$ cat src/rtl/serial_add_ctrl.sv
// Bit-serial signed adder/subtractor: one full-adder cell processes the
// operands LSB first, then the result and an overflow-free flag are latched.
module serial_add_ctrl #(
  parameter int WIDTH = 8
) (
  input  logic             clk,
  input  logic             reset,
  input  logic             start,
  input  logic             sub,
  input  logic [WIDTH-1:0] a,
  input  logic [WIDTH-1:0] b,
  output logic             busy,
  output logic             done,
  output logic [WIDTH-1:0] sum,
  output logic             valid
);

  localparam int CW = (WIDTH > 2) ? $clog2(WIDTH) : 1;
  localparam logic [CW-1:0] LAST_BIT = CW'(WIDTH - 1);

  typedef enum logic [1:0] {
    IDLE = 2'd0,
    ADD  = 2'd1,
    DONE = 2'd2
  } state_t;

  state_t           state_q, state_d;
  logic [WIDTH-1:0] opa_q, opa_d;
  logic [WIDTH-1:0] opb_q, opb_d;
  logic [WIDTH-1:0] res_q, res_d;
  logic [WIDTH-1:0] sum_q, sum_d;
  logic [CW-1:0]    cnt_q, cnt_d;
  logic             carry_q, carry_d;
  logic             sign_a_q, sign_a_d;
  logic             sign_b_q, sign_b_d;
  logic             valid_q, valid_d;
  logic             s_bit;
  logic [WIDTH-1:0] res_shift;

  always_ff @(posedge clk) begin
    if (reset) begin
      state_q  <= IDLE;
      opa_q    <= '0;
      opb_q    <= '0;
      res_q    <= '0;
      sum_q    <= '0;
      cnt_q    <= '0;
      carry_q  <= 1'b0;
      sign_a_q <= 1'b0;
      sign_b_q <= 1'b0;
      valid_q  <= 1'b1;
    end else begin
      state_q  <= state_d;
      opa_q    <= opa_d;
      opb_q    <= opb_d;
      res_q    <= res_d;
      sum_q    <= sum_d;
      cnt_q    <= cnt_d;
      carry_q  <= carry_d;
      sign_a_q <= sign_a_d;
      sign_b_q <= sign_b_d;
      valid_q  <= valid_d;
    end
  end

  always_comb begin
    state_d   = state_q;
    opa_d     = opa_q;
    opb_d     = opb_q;
    res_d     = res_q;
    sum_d     = sum_q;
    cnt_d     = cnt_q;
    carry_d   = carry_q;
    sign_a_d  = sign_a_q;
    sign_b_d  = sign_b_q;
    valid_d   = valid_q;
    s_bit     = opa_q[0] ^ opb_q[0] ^ carry_q;
    res_shift = {s_bit, res_q[WIDTH-1:1]};

    case (state_q)
      IDLE: begin
        if (start) begin
          // Subtraction is a + ~b + 1, the +1 entering as the initial carry.
          opa_d    = a;
          opb_d    = sub ? ~b : b;
          carry_d  = sub;
          cnt_d    = '0;
          sign_a_d = a[WIDTH-1];
          sign_b_d = sub ? ~b[WIDTH-1] : b[WIDTH-1];
          state_d  = ADD;
        end
      end
      ADD: begin
        opa_d   = opa_q >> 1;
        opb_d   = opb_q >> 1;
        carry_d = (opa_q[0] & opb_q[0]) | (opa_q[0] & carry_q) | (opb_q[0] & carry_q);
        res_d   = res_shift;
        cnt_d   = cnt_q + 1'b1;
        if (cnt_q == LAST_BIT) begin
          state_d = DONE;
          sum_d   = res_shift;
          valid_d = !((sign_a_q == sign_b_q) && (sign_a_q != s_bit));
        end
      end
      DONE:    state_d = IDLE;
      default: state_d = IDLE;
    endcase
  end

  assign busy  = (state_q == ADD);
  assign done  = (state_q == DONE);
  assign sum   = sum_q;
  assign valid = valid_q;

endmodule
$ cat config.mk
export PLATFORM = sky130hd
export DESIGN_NAME = serial_add_ctrl
export DESIGN_NICKNAME = d
export VERILOG_FILES = /design/src/rtl/serial_add_ctrl.sv
export SDC_FILE = /design/constraint.sdc
export NUM_CORES = 1
export LEC_CHECK = 0
export BUFFER_PORTS_ARGS = -buffer_cell sky130_fd_sc_hd__buf_2
export CORE_MARGIN = 10
export CORE_UTILIZATION = 45
export CTS_BUF_LIST = sky130_fd_sc_hd__clkbuf_8
export CTS_CLUSTER_DIAMETER = 200
export DETAILED_ROUTE_END_ITERATION = 8
export GPL_TIMING_DRIVEN = 0
export HOLD_SLACK_MARGIN = 0.1
export PLACE_DENSITY_LB_ADDON = 0.05
export SLEW_MARGIN = 10
export SYNTH_ARGS = -nofsm -noshare
export SYNTH_HDL_FRONTEND = slang
export SYNTH_SLANG_ARGS = --single-unit
$ cat constraint.sdc
create_clock -name clk -period 5.1 [get_ports clk]
set_clock_uncertainty 0.2 [all_clocks]
set_input_delay 0.255 -clock clk [delete_from_list [all_inputs] [get_ports clk]]
set_output_delay 0.255 -clock clk [all_outputs]
set_load 0.01 [all_outputs]
==> summary.txt, run 1 <==
First-pass GRT wire length: 6980 um
Total core area: 3690 um2
Period minus WS final: 1.84 ns
Vias/cell: 5.23
Avg Cell Area, Syn: 8.71 um2
ANT cells: 0
Worst Tran Pin Value: 0.481 ns
Worst Reg-to-Reg Cells: 6
Layout cell share with drive strength beyond 1: 22.4%
Cell area after synthesis: 1740 um2
GRT Resource Usage Total: 13.0%
Top FF cell, synth: dfxtp_1
VDD IR max: 212 uV
Post-CTS Setup Bufs: 0
Adder-cell share of the synthesized area: 2.59%
Ports: 31
Pwr Density: 304 nW/um2
Register area: 801 um2
FP Rows: 22
Clock Latency Late Sink: 0.29 ns
Post-route ant nets: 0
Reg clk slew, reported paths: 0.08 ns
Status: finished clean
Largest cells by area after synthesis: dfxtp_1 46%, a21oi_1 8.3%, nand2_1 6.0%
Lkg Pwr: 0.839 nW
CTS Sinks: 40
RD Place Congestion: 0.735
Hold Violations, Final: 0
Crit Path Max Fanout: 10
Synth cell count leaders: 40 x dfxtp_1, 29 x a21oi_1, 28 x nand2_1
Post-synthesis mux area share: 0%
Yosys top cell by area: dfxtp_1
Most frequent cell after synthesis: dfxtp_1
Post-synth top area share: 46.0%
Power Total: 0.646 mW
Setup TNS: 0 ns
Layout fillers: 348
Syn Inst Count: 200
Total global routing overflow: 0
Initial antenna violation count: 0
F_max: 544 MHz
P&R area growth vs syn: 22.1%
FF+latch count, synth: 40
Setup crit start kind: flop
RSZ-0062 raised after global routing: no
Multi-input logic area: 827 um2
Detail Placement HPWL: 2980 um
H-tree level count: 2
Count of maximum capacitance violations: 0
Post-Route WL: 4020 um
Yosys warning count: 0
Largest net degree at the start of global routing: 13
Post-layout util: 57.6%
IO Port Bufs: 28
CP arrival: 1.38 ns
Drt pass-1 iters: 4
Slew HR: 68.0%
Final Max Slew Viols: 0
Sequential element share of the synthesized area: 46.0%
Final setup viols: 0
Fin nets: 267
Via count: 1,533
Die width: 82.2 um
Wire length per cell: 13.7 um
Placed Area: 1940 um2
Final period util: 36.0%
Hold depth: 4
Post-synth EDFFs: 0
Root Buffer: clkbuf_8
CP Capture Type: primary output
Compound-Gate Fraction of Synth Area: 17.8%
Async set-or-reset flop fraction in the synthesized netlist: 0%
Post-synthesis xor/xnor area fraction: 4.02%
Simple-gate portion of the synthesized area: 23.1%
Vias in the first global route: 1,569
Starting density of the core: 47.2%
CTS tree: done
Drt drc: 0
Worst EP required: 4.64 ns
Main combinational cell family by area after synthesis: simple AND/OR/NAND/NOR gates
Crit Path Class: reg2out
Die area: 6760 um2
Final instance area: 2130 um2
Die height: 82.2 um
Num CTS Buffers: 5
DRC marker count from the first detailed-route iteration: 99
Syn Nets: 223
Synth cell types: 32
Clock Path Buffers: 2
Hold WC Path Type: in2reg
-- flip-flops by register name, summed over array words and instances (netlist names) --
signal and cells:
carry_q 1, sum 8, opb_q 8, valid 1, res_q 7, state_q 2
opa_q 8, cnt_q 3, sign_b_q 1, sign_a_q 1
-- power by group --
part	switching, mW	internal, mW
sequential	0.00947	0.328
combinational	0.0464	0.0445
clock	0.110	0.108
total	0.166	0.480
-- path summary, 6_finish.rpt --
kind,startpoint,end,slack (ns)
worst max-delay path,state_q[1],busy,3.26
worst max register to register,cnt_q[0],valid,3.28
worst min-delay path,a[5],opa_q[5],0.17
worst min register to register,sum[6],sum[6],0.26
-- kinds of logic (layout without fill, tap and decap cells) --
family	count (synthesis)	count (layout)
adder cells (fa/ha/maj)	3	3
AO/OA/AOI/OAI	51	51
flip-flops	40	40
XOR/XNOR	8	8
AND/OR/NAND/NOR	79	79
buffers and inverters	19	64
-- timing repair --
action                    4_1_cts  5_1_grt
hold buffers                    9        0
gates resized for setup         0        0
hold endpoints to repair       11        0
-- layer usage --
metal | part of all wire [%] | track usage (%)
met3 | 7.7 | 4.21
met4 | 1.5 | 5.10
met5 | 0 | 0
met2 | 48 | 21.7
met1 | 42 | 15.1
-- critical path, cell delays in order (launching register included) --
cell and delay (ns):
dfxtp_1 0.41, nand2b_1 0.14, buf_6 0.15, inv_4 0.07
buf_4 0.17, buf_2 0.14
-- layout make-up --
| cell class | instances | share of cell area [%] |
|---|---|---|
| buffer | 17 | 4.89 |
| clock buffer | 6 | 3.88 |
| clock inverter | 2 | 0.530 |
| inverter | 2 | 0.471 |
| multi-input combinational | 141 | 38.9 |
| sequential | 40 | 37.7 |
| tap | 48 | 2.83 |
| timing repair buffer | 37 | 10.8 |
-- cells in the final DEF, fill, tap and decap left out, drive strengths merged, types with 6 or more instances in the layout --
| master | netlist | routed |
|---|---|---|
| dfxtp | 40 | 40 |
| buf | 10 | 38 |
| a21oi | 29 | 29 |
| nand2 | 28 | 28 |
| nor2 | 15 | 15 |
| clkbuf | 7 | 13 |
| a22oi | 9 | 9 |
| dlygate4sd3 | 0 | 9 |
| nand3 | 8 | 8 |
| or3b | 8 | 8 |
| xnor2 | 7 | 7 |
| o22ai | 7 | 7 |
| nor3 | 7 | 7 |
| or2b | 6 | 6 |
-- metrics by stage --
stage | instances | hold slack (ns) | worst slack, ns
6_report | 293 | 0.174 | 3.26
5_1_grt | 293 | 0.195 | 3.17
4_1_cts | 293 | 0.169 | 3.25
3_5_place_dp | 276 | 0.248 | 3.30
3_3_place_gp | 276 | 0.238 | 3.30
2_1_floorplan | 200 | 0.214 | 3.43
No activity file was read; power rests on OpenSTA's default activity.
==> run 2, diff against run 1 <==
ABC_AREA = 1   (was default)
clock period = 1.86 ns   (was 5.1 ns; I/O delays follow)
==> summary.txt, run 2 <==
Crit Path Max Fanout: 10 (unchanged)
Total global routing overflow: 0 (unchanged)
DRC marker count from the first detailed-route iteration: 39 (-61%)
Syn Nets: 284 (+27%)
Setup TNS: 0 ns (unchanged)
Layout cell share with drive strength beyond 1: 17.4% (-5.1 points)
Die area: 7070 um2 (+4.6%)
Hold_ws: 0.267 ns (+0.0934 ns)
M2 GR Usage: 22.2% (+0.50 points)
Die height: 84.1 um (+2.3%)
Simple-gate portion of the synthesized area: 34.8% (+12 points)
Worst EP required: 1.83 ns (-2.81 ns)
Sequential group share of total power: 51.9% (-0.3 points)
R2R setup slack: 0.29 ns (-2.99 ns)
CTS Sinks: 40 (unchanged)
Ports: 31 (unchanged)
Final period util: 93.5%
Yosys top cell by area: dfxtp_1
Starting density of the core: 46.2% (-1.0 points)
Yosys warning count: 0 (unchanged)
Largest net degree at the start of global routing: 14 (+1)
Most frequent cell after synthesis: nand2_1
Clock Path Buffers: 2 (unchanged)
Sequential element share of the synthesized area: 43.3% (-2.6 points)
Vias in the first global route: 1,657 (+5.6%)
Hold WC Path Type: reg2reg
Post-CTS Hold Buffers: 20 (+11)
First-pass GRT wire length: 7630 um (+9.3%)
Detail Placement HPWL: 3050 um (+2.2%)
Post-CTS Setup Bufs: 0 (unchanged)
Syn Inst Count: 261 (+31%)
Main combinational cell family by area after synthesis: simple AND/OR/NAND/NOR gates
Drt pass-1 iters: 4 (unchanged)
Switching pwr: 0.503 mW (+200%)
Post-synth EDFFs: 0 (unchanged)
Worst Tran Pin Value: 0.515 ns (+0.0346 ns)
GRT Resource Usage Total: 12.9% (-0.088 points)
Commonest cells after routing, fill and taps aside: 64 x nand2_1, 47 x nor2_1, 40 x dfxtp_1
RSZ-0062 raised after global routing: no
Post-cts gate resize count: 0 (unchanged)
Hold Violations, Final: 0 (unchanged)
Synth cell count leaders: 64 x nand2_1, 47 x nor2_1, 40 x dfxtp_1
Async set-or-reset flop fraction in the synthesized netlist: 0% (unchanged)
Compound-Gate Fraction of Synth Area: 8.80% (-9.0 points)
Adder-cell share of the synthesized area: 2.44% (-0.15 points)
Period minus WS final: 1.74 ns
Lkg Pwr: 1.16 nW (+39%)
Post-synthesis mux area share: 0% (unchanged)
ANT cells: 0 (unchanged)
Slew HR: 65.7% (-2.3 points)
Via count: 1,730 (+13%)
Status: finished clean
Crit Path Class: in2reg
Worst R2R Start: cnt_q[0]
Fin nets: 339 (+27%)
Clk pwr share: 32.3% (-1.4 points)
Largest cells by area after synthesis: dfxtp_1 43%, nand2_1 13%, nor2_1 9.5%
Post-Route WL: 4470 um (+11%)
Hold depth: 1 (-3)
Num CTS Buffers: 5 (unchanged)
Clock Latency Late Sink: 0.30 ns (about the same)
Post-layout worst setup margin: 0.121 ns (-3.14 ns)
HP Start: cnt_q[0]
CP arrival: 1.71 ns (+0.33 ns)
Total core area: 4000 um2 (+8.4%)
Final Max Slew Viols: 0 (unchanged)
Post-route ant nets: 0 (unchanged)
Worst Reg-to-Reg Cells: 7 (+1)
Pre-CTS setup slack: 0.263 ns (-3.04 ns)
P&R area growth vs syn: 26.5%
Switching Fraction: 28.1% (+2.4 points)
Post-layout util: 58.5% (+0.83 points)
Layout Cells excl Fill: 367 (+25%)
Placed Area: 2050 um2 (+5.6%)
RD Place Congestion: 0.738 (+0.33%)
GR peak layer: met2
Met1 global-route usage: 14.2% (-0.90 points)
Power Internal: 1.29 mW (+170%)
Vias/cell: 4.71 (-9.9%)
Worst reg2reg endpoint: valid
Power Total: 1.79 mW (+180%)
Die width: 84.1 um (+2.3%)
Drt drc: 0 (unchanged)
CP Capture Type: flop
Setup crit start kind: input port
Top FF cell, synth: dfxtp_1
Root Buffer: clkbuf_8
Final setup viols: 0 (unchanged)
IO Port Bufs: 28 (unchanged)
Post-synth top area share: 43.3% (-2.6 points)
Synth cell types: 21 (-34%)
VDD IR max: 464 uV (+120%)
Final instance area: 2340 um2 (+10%)
CTS tree: done
F_max: 575 MHz
Placed Cells: 339 (+23%)
Count of maximum capacitance violations: 0 (unchanged)
Avg Cell Area, Syn: 7.08 um2 (-19%)
Wire length per cell: 12.2 um (-11%)
FP Rows: 23 (+4.5%)
Cell area after synthesis: 1850 um2 (+6.1%)
H-tree level count: 2 (unchanged)
FF+latch count, synth: 40 (unchanged)
Worst Hold Path EP: cnt_q[0]
Pwr Density: 766 nW/um2 (+150%)
Commonest non-fill, non-tap cell in the layout: nand2_1
Initial antenna violation count: 0 (unchanged)
Met3 usage: 4.59% (+0.38 points)
Post-synthesis xor/xnor area fraction: 0.474% (-3.5 points)
Combinational share of power: 15.7% (+1.6 points)
Reg clk slew, reported paths: 0.08 ns (about the same)
## run 2: cell count changes in the layout (fill, tap and decap cells not counted), sizes merged, moves of 8 or more
| cell | before | now |
|---|---|---|
| nand2 | 28 | 67 |
| nor2 | 15 | 50 |
| inv | 3 | 28 |
| nand3 | 8 | 32 |
| a21oi | 29 | 12 |
| o21ai | 0 | 14 |
| dlygate4sd3 | 9 | 20 |
| a22oi | 9 | 0 |
| or3b | 8 | 0 |
## run 2: cell type report
class                           count  area (um2)
Sequential cell                    40         801
Inverter                           28         105
Clock inverter                      3        18.8
Fill cell                         416        1660
Timing Repair Buffer               48         340
Clock buffer                        5        68.8
Buffer                             11        82.6
Multi-Input combinational cell    182         860
Tap cell                           50        62.6
## run 2: critical path, stage by stage
cell and delay (ns):
dlygate4sd3_1 0.55, buf_2 0.19, xor2_1 0.17, dlygate4sd3_1 0.55
nand2_1 0.09, a21oi_1 0.07
## run 2: per-layer routing
layer,up-vias,part of all wire [%],routed length [um]
li1,925,-,-
met1,776,46,2050
met2,22,48,2160
met3,7,4.3,194
met4,0,1.6,70
met5,-,0,0
## run 2: cells by family after synthesis
kind of cell,after synthesis
compound gates,29
xor+xnor,1
fa+ha+maj,3
buf+inv,39
flops,40
simple gates,149
## run 2: power groups by stage
stage	Clock, mW	Sequential, mW	Combinational (mW)
after floorplan	0	0.943	0.182
after global placement	0	0.949	0.248
after detailed placement	0	0.950	0.250
after CTS	0.595	0.930	0.285
after global routing	0.626	0.937	0.318
final	0.579	0.930	0.282
## run 2: worst max-delay path by stage
| stage | start | to | slack (ns) | depth (start not counted) |
|---|---|---|---|---|
| after global placement | cnt_q[0] | valid | 0.27 | 7 |
| final | sub | sign_b_q | 0.12 | 6 |
| after detailed placement | cnt_q[0] | valid | 0.26 | 7 |
| after floorplan | opa_q[0] | valid | 0.42 | 4 |
| after CTS | sub | sign_b_q | 0.16 | 6 |
| after global routing | sub | opb_q[7] | 0.07 | 6 |
